===== src/rtl/stream_pkg.sv =====
// Helpers shared by stream blocks: pointer/count widths and parameter legality.
package stream_pkg;

  // Bits needed to index `depth` entries (at least one bit).
  function automatic int ptr_width(input int depth);
    return (depth <= 1) ? 1 : $clog2(depth);
  endfunction

  // Bits needed to hold the values 0..depth inclusive.
  function automatic int cnt_width(input int depth);
    return (depth < 1) ? 1 : $clog2(depth + 1);
  endfunction

  function automatic bit latency_ok(input int latency);
    return latency >= 1;
  endfunction

  function automatic bit depth_ok(input int depth);
    return depth >= 1;
  endfunction

endpackage


===== src/rtl/sync_fifo_fwft.sv =====
// First-word-fall-through FIFO; depth need not be a power of two.
// A write on a full FIFO is taken only when a read frees a slot in the same cycle.
module sync_fifo_fwft
  import stream_pkg::*;
#(
  parameter int WIDTH = 2,
  parameter int DEPTH = 20
) (
  input  logic                          clk,
  input  logic                          rst,
  input  logic                          wr_en,
  input  logic [WIDTH-1:0]              wr_data,
  input  logic                          rd_en,
  output logic [WIDTH-1:0]              rd_data,
  output logic                          empty,
  output logic                          full,
  output logic [cnt_width(DEPTH)-1:0]   count
);

  localparam int PW = ptr_width(DEPTH);
  localparam int CW = cnt_width(DEPTH);

  logic [WIDTH-1:0] mem_q [DEPTH];
  logic [PW-1:0]    wr_ptr_q, wr_ptr_d;
  logic [PW-1:0]    rd_ptr_q, rd_ptr_d;
  logic [CW-1:0]    count_q, count_d;
  logic             do_wr, do_rd;

  function automatic logic [PW-1:0] next_ptr(input logic [PW-1:0] p);
    return (p == PW'(DEPTH - 1)) ? '0 : p + PW'(1);
  endfunction

  assign empty   = (count_q == '0);
  assign full    = (count_q == CW'(DEPTH));
  assign count   = count_q;
  assign rd_data = mem_q[rd_ptr_q];
  assign do_rd   = rd_en && !empty;
  assign do_wr   = wr_en && (!full || do_rd);

  always_comb begin
    // NOTE: every next-state signal gets a default first, so no path leaves it unassigned and no latch is inferred.
    wr_ptr_d = wr_ptr_q;
    rd_ptr_d = rd_ptr_q;
    count_d  = count_q;
    if (do_wr) wr_ptr_d = next_ptr(wr_ptr_q);
    if (do_rd) rd_ptr_d = next_ptr(rd_ptr_q);
    case ({do_wr, do_rd})
      2'b10:   count_d = count_q + CW'(1);
      2'b01:   count_d = count_q - CW'(1);
      default: count_d = count_q;
    endcase
  end

  // NOTE: clocked state uses non-blocking assignments so every register samples pre-edge values.
  always_ff @(posedge clk) begin
    if (rst) begin
      wr_ptr_q <= '0;
      rd_ptr_q <= '0;
      count_q  <= '0;
    end else begin
      wr_ptr_q <= wr_ptr_d;
      rd_ptr_q <= rd_ptr_d;
      count_q  <= count_d;
    end
  end

  // NOTE: the storage array is deliberately not reset; an entry is only read after it has been written.
  always_ff @(posedge clk) begin
    if (do_wr) mem_q[wr_ptr_q] <= wr_data;
  end

endmodule


===== src/rtl/sreg_stream_adapter.sv =====
// Adapts a free-running fixed-latency shift-register pipeline to a valid/ready stream,
// tagging each word with a valid bit and backpressuring upstream with a credit count.
module sreg_stream_adapter
  import stream_pkg::*;
#(
  parameter int LATENCY    = 18,
  parameter int WIDTH      = 2,
  parameter int FIFO_DEPTH = 20
) (
  input  logic             clk,
  input  logic             rst,
  input  logic             s_valid,
  output logic             s_ready,
  input  logic [WIDTH-1:0] s_data,
  output logic [WIDTH-1:0] pipe_si,
  input  logic [WIDTH-1:0] pipe_so,
  output logic             m_valid,
  input  logic             m_ready,
  output logic [WIDTH-1:0] m_data
);

  localparam int CW = cnt_width(FIFO_DEPTH);

  if (!latency_ok(LATENCY)) begin : g_bad_latency
    $error("sreg_stream_adapter: LATENCY must be >= 1");
  end
  if (!depth_ok(FIFO_DEPTH)) begin : g_bad_depth
    $error("sreg_stream_adapter: FIFO_DEPTH must be >= 1");
  end

  logic [LATENCY-1:0] vld_q, vld_d;
  logic [CW-1:0]      cnt_q, cnt_d;
  logic               accept, pop;
  logic               fifo_empty, fifo_full;
  logic [CW-1:0]      fifo_count;

  assign accept  = s_valid && s_ready;
  assign pop     = m_valid && m_ready;
  assign pipe_si = s_data;
  // Credits cover words in flight as well as buffered ones, so the FIFO can never overflow.
  assign s_ready = (cnt_q < CW'(FIFO_DEPTH));
  assign m_valid = !fifo_empty;

  always_comb begin
    vld_d    = vld_q;
    vld_d[0] = accept;
    for (int i = 1; i < LATENCY; i++) vld_d[i] = vld_q[i-1];
    case ({accept, pop})
      2'b10:   cnt_d = cnt_q + CW'(1);
      2'b01:   cnt_d = cnt_q - CW'(1);
      default: cnt_d = cnt_q;
    endcase
  end

  always_ff @(posedge clk) begin
    if (rst) begin
      vld_q <= '0;
      cnt_q <= '0;
    end else begin
      vld_q <= vld_d;
      cnt_q <= cnt_d;
    end
  end

  sync_fifo_fwft #(
    .WIDTH (WIDTH),
    .DEPTH (FIFO_DEPTH)
  ) u_fifo (
    .clk     (clk),
    .rst     (rst),
    .wr_en   (vld_q[LATENCY-1]),
    .wr_data (pipe_so),
    .rd_en   (pop),
    .rd_data (m_data),
    .empty   (fifo_empty),
    .full    (fifo_full),
    .count   (fifo_count)
  );

  a_no_write_full: assert property (@(posedge clk) disable iff (rst)
    !(vld_q[LATENCY-1] && fifo_full));
  a_cnt_bound: assert property (@(posedge clk) disable iff (rst)
    cnt_q <= CW'(FIFO_DEPTH));
  a_credit_covers_fifo: assert property (@(posedge clk) disable iff (rst)
    fifo_count <= cnt_q);

endmodule


===== config.mk =====
export PLATFORM = sky130hd
export DESIGN_NAME = sreg_stream_adapter
export DESIGN_NICKNAME = d
export VERILOG_FILES = /design/src/rtl/stream_pkg.sv /design/src/rtl/sync_fifo_fwft.sv /design/src/rtl/sreg_stream_adapter.sv
export SDC_FILE = /design/constraint.sdc
export NUM_CORES = 1
export LEC_CHECK = 0
export CORE_MARGIN = 10
export CORE_UTILIZATION = 54
export CTS_CLUSTER_SIZE = 30
export DETAILED_ROUTE_END_ITERATION = 12
export PLACE_DENSITY = 0.75
export SYNTH_ARGS = -nofsm -noshare
export SYNTH_HDL_FRONTEND = slang
export SYNTH_SLANG_ARGS = --single-unit

===== constraint.sdc =====
create_clock -name clk -period 2.6 [get_ports clk]
set_input_delay 0.39 -clock clk [delete_from_list [all_inputs] [get_ports clk]]
set_output_delay 0.39 -clock clk [all_outputs]
set_load 0.01 [all_outputs]

# [Word-level counts from Yosys, hierarchy flattened]
# Memory sizes are Yosys's and may differ from the RTL's. A register that Yosys moved wholly into a read port is not among the register bits.
# Index checks and enable logic that the tools add are counted.
[word_totals] regBits=38 ramBits=40 inputBits=8 out_inout_bits=6 elab_cells=38 memories=1
[memory_table] name="u_fifo.mem_q" words=20 word_bits=2 read_ports=1 rd_ports_with_merged_regs=1 wr=1 line="sync_fifo_fwft.sv:23" source="logic [WIDTH-1:0] mem_q [DEPTH];"
[op_classes] addsub=6 n_lt_le_gt_ge=1 n_eq_ne=7 mux=8 reduce_logical=10
[op_table] operator="5-bit by 1-bit adder with 5-bit output (second input constant)" count=4
[op_table] operator="5-bit 2-to-1 mux" count=4
[op_table] operator="5-bit case mux with 2 select lines" count=2
[op_table] operator="5-bit == test (second input constant)" count=3
[op_table] operator="5-bit by 1-bit subtractor with 5-bit output (second input constant)" count=2
[op_table] operator="5-bit logical NOT" count=1
[op_table] operator="5-bit less-than comparator (second input constant)" count=1
[op_table] operator="2-bit by 1-bit == test with 1-bit output (second input constant)" count=2
[op_table] operator="2-bit == test (second input constant)" count=2
[op_table] operator="1-bit logical AND" count=4
[op_table] operator="2-bit nonzero test" count=2
[op_table] operator="1-bit logical NOT" count=2
[op_table] operator="1-bit 2-to-1 mux" count=2
[op_table] operator="1-bit logical OR" count=1

# [Depth between registers and ports, before layout]
# Gate-level depths: netlist of run 1.
[depth] ltp_word=8 ltp_mapped=12 ltp_nobuf=11

# [Hierarchy]
# Synthesis of run 1 repeated with hierarchy kept, for this count alone.
[hier_totals] hier_cells=289 hier_area_um2=3552.2
[modules_own_cells] module="sync_fifo_fwft" n_inst=1 cells_each=206 area_each_um2=2698.8 seq_area_each_um2=1601.5
[modules_own_cells] module="sreg_stream_adapter" n_inst=1 cells_each=83 area_each_um2=853.3 seq_area_each_um2=460.4

# [Worst setup path before layout of run 1]
# No wires, ideal clock.
[synth_path] path_type="reg-to-reg" start="register u_fifo.count_q[0] (netlist: u_fifo.count[0])" end="register u_fifo.count_q[4] (netlist: u_fifo.count[4])" setup_ns=0.070 arrival_ns=2.609 required_time_ns=2.530 setup_slack_ns=-0.080 path_stages_with_launch=13 n_path_buf=1 synth_period_minus_slack_ns=2.680 path_cell_list="dfxtp_1 > or2_4 > o41a_4 > inv_1 > ha_1 > buf_2 > xor2_1 > ha_1 > a21oi_1 > a32o_1 > a21oi_1 > or3_1 > a21oi_1"
[synth_via] elab_chain_cells=8 elab_cells_between_ends=14 cone_classes="2 x add/sub; 3 x eq/ne; 1 x mux; 8 x reduce/logical"
[synth_lines] element="from (decl)" line="sync_fifo_fwft.sv:26" source="logic [CW-1:0] count_q, count_d;"
[synth_lines] element="from (signal assigned)" line="sync_fifo_fwft.sv:63" source="count_q <= count_d;"
[synth_lines] element="5-bit logical NOT" line="sync_fifo_fwft.sv:33" source="assign empty = (count_q == '0);"
[synth_lines] element="1-bit logical NOT" line="sync_fifo_fwft.sv:37, sreg_stream_adapter.sv:42"
[synth_lines] element="1-bit logical AND" line="sreg_stream_adapter.sv:38" source="assign pop = m_valid && m_ready;"
[synth_lines] element="1-bit logical AND" line="sync_fifo_fwft.sv:37" source="assign do_rd = rd_en && !empty;"
[synth_lines] element="1-bit logical OR" line="sync_fifo_fwft.sv:38" source="assign do_wr = wr_en && (!full || do_rd);"
[synth_lines] element="1-bit logical AND" line="sync_fifo_fwft.sv:38"
[synth_lines] element="2-bit by 1-bit == test with 1-bit output or 2-bit == test (tied branches)" line="sync_fifo_fwft.sv:47" source="case ({do_wr, do_rd})"
[synth_lines] element="5-bit case mux with 2 select lines or 2-bit nonzero test (tied branches)"
# Several ways; a longest one is shown, not always the timed one.
# A chain may end at the register's enable or synchronous reset.

==> results of run 1 <==
worst max-delay path: stages (launching register included):
cell and delay [ps]:
dfxtp_4 430, buf_4 180, mux2i_1 100, a221oi_2 300, a32oi_1 150, o21ai_0 90
clkdlybuf4s50_1 560
cell type report:
| class | count | area [um^2] | share of cell area [%] |
|---|---|---|---|
| Clock buffer | 10 | 128 | 3.06 |
| Clock inverter | 6 | 88.8 | 2.13 |
| Inverter | 9 | 36.3 | 0.870 |
| Multi-Input combinational cell | 198 | 1470 | 35.3 |
| Sequential cell | 83 | 2070 | 49.7 |
| Tap cell | 77 | 96.3 | 2.31 |
| Timing Repair Buffer | 33 | 273 | 6.54 |
path summary, 6_finish.rpt:
path	to	startpoint	slack [ps]	cells after the start
worst min-delay path	vld_q[4]	vld_q[3]	440	1
worst max-delay path	m_data[0]	flop	50	6
worst min register to register	vld_q[4]	vld_q[3]	440	1
worst max register to register	cnt_q[4]	u_fifo.count[0]	60	10
cells by family (layout without fill, tap and decap cells):
logic type      count (synthesis)  count (layout)
mux                            18              18
flops                          83              83
buf+inv                        27              58
simple gates                  110             110
fa+ha+maj                      13              13
xor+xnor                       11              11
compound gates                 46              46
per-layer routing:
layer / part of all wire (%) / vias to the layer above / track usage, %
li1: - / 1135 / -
met2: 51 / 47 / 21.5
met3: 4.5 / 13 / 3.84
met5: 0 / - / 0
met4: 2.3 / 0 / 5.68
met1: 42 / 1083 / 14.8
through the flow:
stage	power, W	hold WS, ps
2_1_floorplan	0.00143	414
3_3_place_gp	0.00145	419
3_5_place_dp	0.00145	423
4_1_cts	0.00244	449
5_1_grt	0.00249	462
6_report	0.00241	443
report_power, final:
part	internal, W	total [W]	switching, W
clock network	0.000542	0.000992	0.000450
registers	0.00137	0.00137	0.00000310
logic	0.0000195	0.0000486	0.0000291
cell usage in the layout (no fill, tap or decap), drive strengths merged, types with 3 or more instances in the layout:
| cell type | Yosys | routed |
|---|---|---|
| clkdlybuf4s50 | 0 | 8 |
| a31oi | 5 | 5 |
| xor2 | 7 | 7 |
| nor2 | 39 | 39 |
| o41a | 3 | 3 |
| clkbuf | 12 | 10 |
| buf | 6 | 24 |
| or3 | 5 | 5 |
| xnor2 | 4 | 4 |
| dfxtp | 43 | 43 |
| mux2 | 3 | 3 |
| nand2 | 17 | 17 |
| nand3 | 5 | 5 |
| o21ai | 8 | 8 |
| clkinvlp | 0 | 3 |
| a21oi | 13 | 13 |
| or2 | 3 | 3 |
| edfxtp | 40 | 40 |
| mux2i | 13 | 13 |
| nor2b | 31 | 31 |
| ha | 12 | 12 |
| inv | 9 | 10 |
synthesized netlist by cell type, drive strengths merged:
| library cell | n |
|---|---|
| buf | 6 |
| fa | 1 |
| o22ai | 2 |
| dfxtp | 43 |
| nand4 | 2 |
| a32oi | 2 |
| nor2 | 39 |
| a22oi | 1 |
| inv | 9 |
| nor3 | 1 |
| nand3 | 5 |
| xor2 | 7 |
| or3 | 5 |
| a21oi | 13 |
| mux2 | 3 |
| xnor2 | 4 |
| mux2i | 13 |
| ha | 12 |
| nand2 | 17 |
| or3b | 1 |
| and2 | 1 |
| a2111oi | 2 |
| o41a | 3 |
| a41o | 1 |
| a32o | 1 |
| a211oi | 2 |
| mux4 | 2 |
| edfxtp | 40 |
| clkbuf | 12 |
| o21ai | 8 |
| or2 | 3 |
| nor4b | 1 |
| nand2b | 2 |
| or4 | 1 |
| nor2b | 31 |
| a31oi | 5 |
| nand3b | 1 |
| a21o | 2 |
| a221oi | 2 |
| o311ai | 2 |
timing repair:
| action | CTS | global route |
|---|---|---|
| endpoints found under the setup margin | 3 | 5 |
| setup buffers | 1 | 1 |
| gates resized for setup | 13 | 18 |
| pin swaps | 4 | 10 |
registers in the layout, indices dropped and copies added, names as in the netlist, named ones only:
signal and flops:
cnt_q 5, u_fifo.count 5, u_fifo.mem_q 40, u_fifo.rd_ptr_q 5, u_fifo.wr_ptr_q 5, vld_q 18
==> reports/qor.yml, run 1 <==
run_status:
  status: "finished clean"
yosys:
  syn_inst: 308
  ys_top_cells_by_area: "edfxtp_1 34%, dfxtp_1 24%, nor2b_1 5.5%"
  synth_compound_area_share_pct: 9.06
  synth-adder-area-share_pct: 4.79
  syn-num-nets: 329
  syn_area_um2: 3550
  synthMuxAreaShare_pct: 5.89
  ys_ff_latch: 83
  synth_xor_area_share_pct: 2.71
  syn_avg_cell_area_um2: 11.5
  synth.top_cell.area_share_pct: 33.8
  yosys.area_share.simple_pct: 16.0
  yosysSeqAreaShare_pct: 58.1
  yosysTopAreaCell: "edfxtp_1"
  yosysWarnings: 0
  synth.distinct_cells: 47
  synth_top_family_by_area: "simple AND/OR/NAND/NOR gates"
grt:
  grt_pass1_vias: 2219
  antenna_found_initial: 0
  grt_max_degree: 21
  grt_overflow: 0
  grt_use_total_pct: 12.8
  grt_pass1_wl_mm: 10.4
layout:
  fin_nets: 355
  fin_cells: 416
  finalCoreUtilization_pct: 65.7
  drive_above_1_share_pct: 21.5
  n_antenna_cell: 0
  areaGrowthSynthToFinish_pct: 17.5
  fillCellCount: 465
  finalInstanceArea_um2: 4170
placement:
  dp_hpwl_mm: 4.30
  pre_cts_ws_ps: -202
  port_buffers: 9
  globalplace.congestion: 0.785
  dpl_cell_area_um2: 3810
  post-place-cells: 398
detailed_routing:
  vias: 2278
  drt-total-wl_mm: 6.44
  drtIter0Drc: 178
  ant_nets: 0
  drt-wirelength-per-cell_um: 15.5
  drt-pass1-iter-count: 4
  via_per_inst: 5.48
  drc: 0
clock_network:
  htreeDepth: 3
  cts_tree: "yes"
  cts_buffers: 9
  clk_path_buf_depth: 2
  cts_hold_buf: 0
  root_buffer: "clkbuf_8"
  cts_sinks: 83
  worst_skew_pair.late_latency_ps: 350
  clkSlewWorstSetupHoldPaths_ps: 80
floorplan:
  ioPinCount: 14
  num_rows: 29
  core_um2: 6350
  die_h_um: 101
  die_w_um: 101
  start_util_pct: 55.9
  die-area_um2: 10200
sta:
  fmax_ghz: 0.392
  fin_crit_ps: 2550
  fin_crit_sh_pct: 98.2
  finalClockSkew_ps: 11.6
  slew_viol_final: 0
  finalSetupViolCount: 0
  final.setup.tns_ps: 0
  finalHoldViolCount: 0
  rsz0062_at_grt: "true"
  tightest_slew_ps: 674
  setup_slack_ps: 46.6
  timing.slew.headroom_pct: 55.0
setup_path:
  cp.required_ps: 2210
  worstPathArrival_ps: 2160
  cp_max_fo: 10
  setup.worst_path.class: "reg -> out"
  cp-start-kind: "flop"
  worstSetupEndpointType: "output pin"
min_path:
  hold_path.class: "reg -> reg"
power_and_ir_drop:
  total_leakage_power_nw: 1.50
  p_per_area_nw_per_um2: 578
  vdd_drop_max_mv: 0.407
flow_run:
  max_cap_viol_count: 0
Note: power is estimated with default switching activity, not from simulation.
==> run 2, diff against run 1 <==
--- a/config.mk
+++ b/config.mk
@@ -6,10 +6,11 @@
 export NUM_CORES = 1
 export LEC_CHECK = 0
 export CORE_MARGIN = 10
-export CORE_UTILIZATION = 54
+export CORE_UTILIZATION = 64
 export CTS_CLUSTER_SIZE = 30
 export DETAILED_ROUTE_END_ITERATION = 12
-export PLACE_DENSITY = 0.75
+export PLACE_DENSITY = 0.83
+export REMOVE_ABC_BUFFERS = 1
 export SYNTH_ARGS = -nofsm -noshare
 export SYNTH_HDL_FRONTEND = slang
 export SYNTH_SLANG_ARGS = --single-unit
==> constraint.sdc (replaced) <==
create_clock -name clk -period 2.95 [get_ports clk]
set_input_delay 0.4425 -clock clk [delete_from_list [all_inputs] [get_ports clk]]
set_output_delay 0.4425 -clock clk [all_outputs]
set_load 0.01 [all_outputs]
==> reports/qor.yml, run 2 (synthesis gave the netlist of run 1 again) <==
clock_network:
  cts_hold_buf: 0
  clkSlewWorstSetupHoldPaths_ps: 80
  cts_sinks: 83
  worst_skew_pair.late_latency_ps: 360
  htreeDepth: 3
  cts_buffers: 9
  clk_path_buf_depth: 2
  root_buffer: "clkbuf_8"
  cts_tree: "yes"
power_and_ir_drop:
  power_frac_seq_pct: 58.7
  clockPowerShare_pct: 39.4
  total_leakage_power_nw: 1.40
  p_per_area_nw_per_um2: 529
  vdd_drop_max_mv: 0.421
  comb_power_share_pct: 1.9
  sw_frac_of_total_pct: 21.6
  switching_power_w: 0.000447
  p_int_w: 0.00162
sta:
  timing.slew.headroom_pct: 54.3
  final.setup.tns_ps: 0
  setup_slack_ps: 177
  finalClockSkew_ps: 9.70
  rsz0062_at_grt: "false"
  finalSetupViolCount: 0
  tightest_slew_ps: 683
  finalHoldViolCount: 0
  hold_ws_ps: 447
  fmax_ghz: 0.361
  slew_viol_final: 0
  fin_crit_ps: 2770
  fin_crit_sh_pct: 94.0
layout:
  reg_top3: "u_fifo.mem_q x40, vld_q x18"
  most-common-layout-cells: "40 x dfxtp_1, 40 x edfxtp_1, 39 x nor2_1"
  fin_nets: 338
  top_register: "u_fifo.mem_q"
  finalCoreUtilization_pct: 71.8
  largest_reg_flops: 40
  fillCellCount: 383
  drive_above_1_share_pct: 12.4
  n_antenna_cell: 0
  areaGrowthSynthToFinish_pct: 9.94
floorplan:
  start_util_pct: 65.3
  num_rows: 27
  die-area_um2: 8930
  core_um2: 5440
  ioPinCount: 14
  die_w_um: 94.5
  die_h_um: 94.5
detailed_routing:
  drtIter0Drc: 170
  drt-wirelength-per-cell_um: 15.7
  vias: 2213
  drc: 0
  via_per_inst: 5.62
  ant_nets: 0
  drt-total-wl_mm: 6.19
  drt-pass1-iter-count: 4
grt:
  grt_pass1_wl_mm: 10.2
  grt_pass1_vias: 2147
  grt_max_degree: 21
  grt_overflow: 0
  grt_use_total_pct: 14.8
  antenna_found_initial: 0
setup_path:
  path_cells: "or2_4 > o41a_2 > ha_1 > ha_1 > nor2b_1 > o21ai_0 > a21oi_1 > or3b_1 > mux2_2"
  worstPathArrival_ps: 3020
  crit_top_cell: "ha_1"
  cp-start-kind: "flop"
  worstPathBufferInverterCount: 0
  worst_path_max_delay_cell: "o41a_2"
  worstSetupEndpointType: "flop"
  setup.worst_path.class: "reg -> reg"
  critPathTopFamily: "simple AND/OR/NAND/NOR gates"
  cp.required_ps: 3200
  cp_max_fo: 5
  max_stage_delay_ps: 380
placement:
  dp_hpwl_mm: 4.03
  globalplace.congestion: 0.775
  pre_cts_ws_ps: -5.67
  port_buffers: 9
min_path:
  hold_path.class: "reg -> reg"
flow_run:
  max_cap_viol_count: 0
run_status:
  status: "finished clean"
[run 2: final cells by class]
cell class                      instances  area [um^2]  share of cell area [%]
Multi-Input combinational cell        198         1370                    35.1
Sequential cell                        83         2070                    52.9
Inverter                                9         33.8                   0.866
Clock inverter                          7         76.3                    1.96
Clock buffer                            9          124                    3.17
Tap cell                               72         90.1                    2.31
Timing Repair Buffer                   16          143                    3.66
[run 2: per-stage QoR]
| step | total power (W) | cells | cell area [um^2] |
|---|---|---|---|
| 3_5_place_dp | 0.00128 | 378 | 3690 |
| 2_1_floorplan | 0.00125 | 290 | 3460 |
| 3_3_place_gp | 0.00128 | 378 | 3690 |
| 5_1_grt | 0.00213 | 394 | 3900 |
| 4_1_cts | 0.00208 | 394 | 3890 |
| 6_report | 0.00207 | 394 | 3900 |
[run 2: routing by layer]
metal | GRT usage, % | routed length (um) | share of wire [%] | vias up
met5 | 0 | 0 | 0 | -
met4 | 8.23 | 68 | 1.1 | 0
met3 | 4.12 | 267 | 4.3 | 7
met2 | 23.3 | 3090 | 50 | 49
met1 | 17.8 | 2760 | 45 | 1050
li1 | - | - | - | 1107
[run 2: worst paths after layout]
| check | startpoint | slack (ps) | endpoint | depth (start not counted) |
|---|---|---|---|---|
| worst max-delay path | u_fifo.count[0] | 180 | cnt_q[4] | 9 |
| worst min-delay path | vld_q[7] | 450 | vld_q[8] | 1 |
| worst max register to register | u_fifo.count[0] | 180 | cnt_q[4] | 9 |
| worst min register to register | vld_q[7] | 450 | vld_q[8] | 1 |
[run 2: power groups by stage]
stage	registers (W)	clock network (W)	logic, W
4_1_cts	0.00121	0.000829	0.0000406
2_1_floorplan	0.00124	0	0.0000134
3_3_place_gp	0.00124	0	0.0000389
5_1_grt	0.00121	0.000877	0.0000442
6_report	0.00121	0.000814	0.0000399
3_5_place_dp	0.00124	0	0.0000405
[run 2: what timing repair did]
action,CTS,global route
gates resized for setup,1,4
buffers inserted,0,0
setup endpoints to repair,1,2
